**config.mk**
```make
export PLATFORM = sky130hd
export DESIGN_NAME = inst_fetch_unit_flat
export DESIGN_NICKNAME = d
export VERILOG_FILES = /design/src/rtl/inst_fetch_unit_if.sv /design/src/rtl/inst_fetch_unit.sv /design/src/flat_wrapper.sv
export SDC_FILE = /design/constraint.sdc
export NUM_CORES = 1
export LEC_CHECK = 0
export CAP_MARGIN = 20
export CORE_UTILIZATION = 35
export DETAILED_ROUTE_END_ITERATION = 7
export PLACE_DENSITY_LB_ADDON = 0.05
export SLEW_MARGIN = 20
export SYNTH_ARGS = -nofsm -noshare
export SYNTH_HDL_FRONTEND = slang
export SYNTH_SLANG_ARGS = --single-unit
```
**constraint.sdc**
```tcl
create_clock -name clk -period 3.5 [get_ports clk]
set_input_delay 1.05 -clock clk [delete_from_list [all_inputs] [get_ports clk]]
set_output_delay 1.05 -clock clk [all_outputs]
set_load 0.02 [all_outputs]
```
**src/rtl/inst_fetch_unit_if.sv**
```systemverilog
// rtl/inst_fetch_unit_if.sv - instruction-memory read handshake between fetch unit and memory
interface inst_fetch_unit_if #(
    parameter int WORD_SIZE = 16
);
    logic                 readM;
    logic [WORD_SIZE-1:0] address;
    logic [WORD_SIZE-1:0] i_data;
    logic                 inputReady;

    modport master (
        output readM,
        output address,
        input  i_data,
        input  inputReady
    );

    modport slave (
        input  readM,
        input  address,
        output i_data,
        output inputReady
    );
endinterface

```
**src/rtl/inst_fetch_unit.sv**
```systemverilog
// rtl/inst_fetch_unit.sv - fetch stage: PC, instruction-memory handshake, next-PC select, retire counter
module inst_fetch_unit #(
    parameter int                   WORD_SIZE = 16,
    parameter logic [WORD_SIZE-1:0] RESET_PC  = '0
) (
    input  logic                  clk,
    input  logic                  reset,
    inst_fetch_unit_if.master     mem,
    output logic [WORD_SIZE-1:0]  inst,
    output logic                  inst_valid,
    output logic [WORD_SIZE-1:0]  pc,
    input  logic                  advance,
    input  logic                  jump,
    input  logic [11:0]           jump_target,
    input  logic                  branch_taken,
    input  logic [7:0]            branch_offset,
    output logic [WORD_SIZE-1:0]  num_inst
);

    typedef enum logic [1:0] {
        IDLE  = 2'd0,
        FETCH = 2'd1,
        ISSUE = 2'd2
    } state_t;

    state_t               state_q, state_d;
    logic [WORD_SIZE-1:0] pc_q, pc_d;
    logic [WORD_SIZE-1:0] inst_q, inst_d;
    logic [WORD_SIZE-1:0] num_inst_q, num_inst_d;
    logic                 readm_q, readm_d;
    logic                 inst_valid_q, inst_valid_d;
    logic [WORD_SIZE-1:0] pc_seq;
    logic [WORD_SIZE-1:0] next_pc;

    assign pc_seq = pc_q + 1'b1;

    always_comb begin
        if (jump) begin
            next_pc = {pc_q[WORD_SIZE-1:12], jump_target};
        end else if (branch_taken) begin
            next_pc = pc_seq + {{(WORD_SIZE-8){branch_offset[7]}}, branch_offset};
        end else begin
            next_pc = pc_seq;
        end
    end

    always_comb begin
        state_d    = state_q;
        pc_d       = pc_q;
        inst_d     = inst_q;
        num_inst_d = num_inst_q;
        case (state_q)
            IDLE: state_d = FETCH;
            FETCH: begin
                if (mem.inputReady) begin
                    inst_d  = mem.i_data;
                    state_d = ISSUE;
                end
            end
            ISSUE: begin
                if (advance) begin
                    pc_d       = next_pc;
                    num_inst_d = num_inst_q + 1'b1;
                    state_d    = FETCH;
                end
            end
            default: state_d = IDLE;
        endcase
        // Status flags are registered from the next state so they track state_q exactly.
        readm_d      = (state_d == FETCH);
        inst_valid_d = (state_d == ISSUE);
    end

    always_ff @(posedge clk) begin
        if (reset) begin
            state_q      <= IDLE;
            pc_q         <= RESET_PC;
            inst_q       <= '0;
            num_inst_q   <= '0;
            readm_q      <= 1'b0;
            inst_valid_q <= 1'b0;
        end else begin
            state_q      <= state_d;
            pc_q         <= pc_d;
            inst_q       <= inst_d;
            num_inst_q   <= num_inst_d;
            readm_q      <= readm_d;
            inst_valid_q <= inst_valid_d;
        end
    end

    assign mem.readM   = readm_q;
    assign mem.address = pc_q;
    assign inst        = inst_q;
    assign inst_valid  = inst_valid_q;
    assign pc          = pc_q;
    assign num_inst    = num_inst_q;

endmodule

```
**src/flat_wrapper.sv**
```systemverilog
// flat-port wrapper written by rule: the top's interface ports become plain ports
module inst_fetch_unit_flat 
#(
    parameter int                   WORD_SIZE = 16,
    parameter logic [WORD_SIZE-1:0] RESET_PC  = '0
)
  (clk, reset, inst, inst_valid, pc, advance, jump, jump_target, branch_taken, branch_offset, num_inst, mem_readM, mem_address, mem_i_data, mem_inputReady);
  inst_fetch_unit_if #(.WORD_SIZE(WORD_SIZE)) mem_i ();
  input  logic clk;
  input  logic reset;
  output logic [WORD_SIZE-1:0] inst;
  output logic inst_valid;
  output logic [WORD_SIZE-1:0] pc;
  input  logic advance;
  input  logic jump;
  input  logic [11:0] jump_target;
  input  logic branch_taken;
  input  logic [7:0] branch_offset;
  output logic [WORD_SIZE-1:0] num_inst;
  output wire logic [$bits(mem_i.readM)-1:0] mem_readM;
  output wire logic [$bits(mem_i.address)-1:0] mem_address;
  input wire logic [$bits(mem_i.i_data)-1:0] mem_i_data;
  input wire logic [$bits(mem_i.inputReady)-1:0] mem_inputReady;
  assign mem_readM = mem_i.readM;
  assign mem_address = mem_i.address;
  assign mem_i.i_data = mem_i_data;
  assign mem_i.inputReady = mem_inputReady;
  inst_fetch_unit #(.WORD_SIZE(WORD_SIZE), .RESET_PC(RESET_PC)) u_core (.clk(clk), .reset(reset), .mem(mem_i), .inst(inst), .inst_valid(inst_valid), .pc(pc), .advance(advance), .jump(jump), .jump_target(jump_target), .branch_taken(branch_taken), .branch_offset(branch_offset), .num_inst(num_inst));
endmodule
```
==> impl_metrics.tcl <==
set metrics [dict create \
    setup_viol 0 \
    synthesis.area_um2 3360 \
    ys_seq_area_share_pct 30.9 \
    crit_chain "clkdlybuf4s50_1, ha_1, o21ai_0, o21bai_1, a221o_1, o31a_1, a31oi_1, nor3_1, o31a_1" \
    grt_antenna_before_repair 0 \
    synth_edf_count 0 \
    ant_nets 0 \
    avgSynthCellArea_um2 7.84 \
    grt_max_degree 39 \
    placed_cell_area_um2 4610 \
    finalNetCount 602 \
    die_x_um 100 \
    layout-area-overhead-vs-synth_pct 39.6 \
    h-tree-depth 2 \
    grt_pass1_wl_mm 15.2 \
    drt_iter0_drc 120 \
    place_congestion 0.821 \
    use_met1_pct 26.9 \
    netlist_instances 429 \
    ys_types 54 \
    remaining_drc_errors 0 \
    cp-start-kind "primary input" \
    n_fill_cell 945 \
    maxSlewViolCount 0 \
    routed_via_density 4.99 \
    fin_skew_ps 4.35 \
    ff2ff_path_depth 12 \
    synth_mux_area_share_pct 0.595 \
    clock_latency_ps 300 \
    holdPathEnd "u_core.inst[8]" \
    place_inst 659 \
    multi_input_area_um2 2110 \
    cp_max_fo 4 \
    globalRouteOverflowTotal 0 \
    grt.total_usage_pct 19.0 \
    cts_sinks 52 \
    synth_nets 494 \
    crit_type "primary input to flop" \
    status "finished, final reports clean" \
    ys.flop_type "dfxtp_1" \
    p_total_mw 1.23 \
    dr.pass1.iters 4 \
    fin_cells 667 \
    hold_path_depth 2 \
    finalInstanceArea_um2 4700 \
    drive_gt1_share_pct 7.25 \
    ios 108 \
    period_share_pct 94.2 \
    clk_pin_slew_ps 100 \
    end_kind "flop" \
    relSlewSlack_pct 50.7 \
    clockRootBuffer "clkbuf_8" \
    synth_seq_cells 52 \
    path_buf_inv 1 \
    final-seq-area_um2 1040 \
    cts_max_path_buffers 2 \
    final_common_cell "clkdlybuf4s50_1" \
    cpPeakStageDelay_ps 400 \
    crit_family "compound AO/OA/AOI/OAI gates" \
    min_from "u_core.inst[8]" \
    synth_xor_area_share_pct 9.63 \
    grt_use_met2_pct 30.3 \
    grt_use_met3_pct 3.20 \
    post_cts_buffers 0 \
    grt_pass1_vias 3095 \
    period_minus_slack_ps 3300 \
    hold_class "flop to flop" \
    initial_core_util_pct 36.2 \
    port_buffers 107 \
    leakagePower_nw 1.88 \
    post_cts_resized 0 \
    core_um2 9280 \
    std_cell_rows 35 \
    cts_tree "built" \
    synthSimpleGateAreaFrac_pct 23.0 \
    maxCapViolCount 0 \
    critPathMostFrequentCell "o31a_1" \
    fmax_mhz 303 \
    drt_wl_total_mm 9.36 \
    hold_viol 0 \
    cts_buffers 5 \
    layout_common_cells "106 x clkdlybuf4s50_1, 65 x nand2_1, 52 x dfxtp_1" \
    dieArea_um2 10000 \
    yosysWarnings 0 \
    rsz0062_at_grt "false" \
    avgRoutedWirePerCell_um 14.0 \
    tightestPinTransition_ps 738 \
    die_y_um 100 \
    cp_slowest_cell "clkdlybuf4s50_1" \
    utilization_pct 50.6 \
    power.density_nw_per_um2 261 \
    async_reset_ff_share_pct 0 \
    cp.arrival_ps 3500 \
    vias 3326 \
    crit_required_ps 3700 \
    ir_drop_mv 0.161 \
    rrSetupSlack_ps 250 \
    grt_most_used_layer "met2" \
    synth_top_family_by_area "simple AND/OR/NAND/NOR gates" \
    hold_buffers 0 \
    antenna_cells 0 \
    synthAdderAreaFrac_pct 8.78 \
    synth_compound_area_share_pct 20.6 \
    r2r-start "u_core.mem.address[0]" \
    rr_endpoint "u_core.mem.address[13]" \
    dp.final_hpwl_mm 7.18 \
]
[synth_stat cells (6+ instances only)]
cell / instances / area, um2
buf_4: 16 / 120
ha_1: 22 / 275
dfxtp_1: 52 / 1040
nor3_1: 6 / 30.0
xor2_1: 23 / 201
nor2_1: 44 / 165
o21ai_0: 16 / 80.1
o211ai_1: 7 / 52.6
xnor2_1: 14 / 123
a21oi_1: 40 / 200
and3_1: 9 / 56.3
clkbuf_1: 16 / 60.1
nand3_1: 14 / 70.1
inv_1: 8 / 30.0
nand2_1: 65 / 244
a21o_1: 9 / 67.6
[metal layers]
| metal | vias to the layer above | part of all wire [%] |
|---|---|---|
| met4 | 0 | 1.2 |
| met1 | 1520 | 48 |
| met5 | - | 0 |
| li1 | 1695 | - |
| met3 | 10 | 5.4 |
| met2 | 101 | 45 |
[state kept, by name, summed over array words and instances (netlist names)]
| register | flops |
|---|---|
| u_core.num_inst | 16 |
| u_core.mem.readM | 1 |
| u_core.inst_valid | 1 |
| u_core.inst | 16 |
| u_core.state_q | 2 |
| u_core.mem.address | 16 |
[where the power goes]
part           internal [mW]  total, mW  leakage (nW)  switching [mW]
combinational          0.126      0.255          1.41           0.128
sequential             0.606      0.616         0.421         0.00936
clock                  0.143      0.355        0.0456           0.212
total                  0.876       1.23          1.88           0.349
[how the worst max path moves through the flow]
| stage | cells past startpoint | slack, ps | from | end |
|---|---|---|---|---|
| final | 9 | 200 | branch_offset[2] | u_core.mem.address[13] |
| after global routing | 12 | 40 | u_core.mem.address[0] | u_core.mem.address[13] |
| after CTS | 12 | 240 | u_core.mem.address[0] | u_core.mem.address[13] |
| after detailed placement | 9 | -50 | branch_offset[7] | u_core.mem.address[13] |
| after global placement | 9 | -10 | branch_offset[7] | u_core.mem.address[13] |
| after floorplan | 12 | 340 | u_core.mem.address[0] | u_core.mem.address[13] |
[worst register-to-register path: stages, from the launching register on]
cell and delay [ps]:
dfxtp_1 350, ha_1 170, nand3_1 190, nor2_1 260, xor2_1 260, ha_1 320, and4_1 200, and2_1 150
a221o_1 330, o31a_1 320, a31oi_1 220, nor3_1 60, o31a_1 290
[kinds of logic (layout without fill, tap and decap cells)]
family / Yosys count / count (layout)
buf+inv: 42 / 151
fa+ha+maj: 23 / 23
mux: 2 / 2
flops: 52 / 52
compound gates: 106 / 106
xor+xnor: 37 / 37
simple gates: 167 / 167
[final cells by class]
type                       count  area share (%)
sequential                    52            22.2
inverter                       9           0.719
clock inverter                 2           0.293
multi-input combinational    335            44.8
clock buffer                   6            1.55
tap                          129            3.44
timing repair buffer         134            27.0
[metrics by stage]
step,setup WS (ps),hold slack (ps),TNS (ps)
floorplan,338,535,0
global placement,-12.1,442,-12.1
detailed placement,-53.4,447,-72.3
CTS,239,461,0
global route,36.8,484,0
finish,202,459,0
Power figures use the tool's default switching activity.
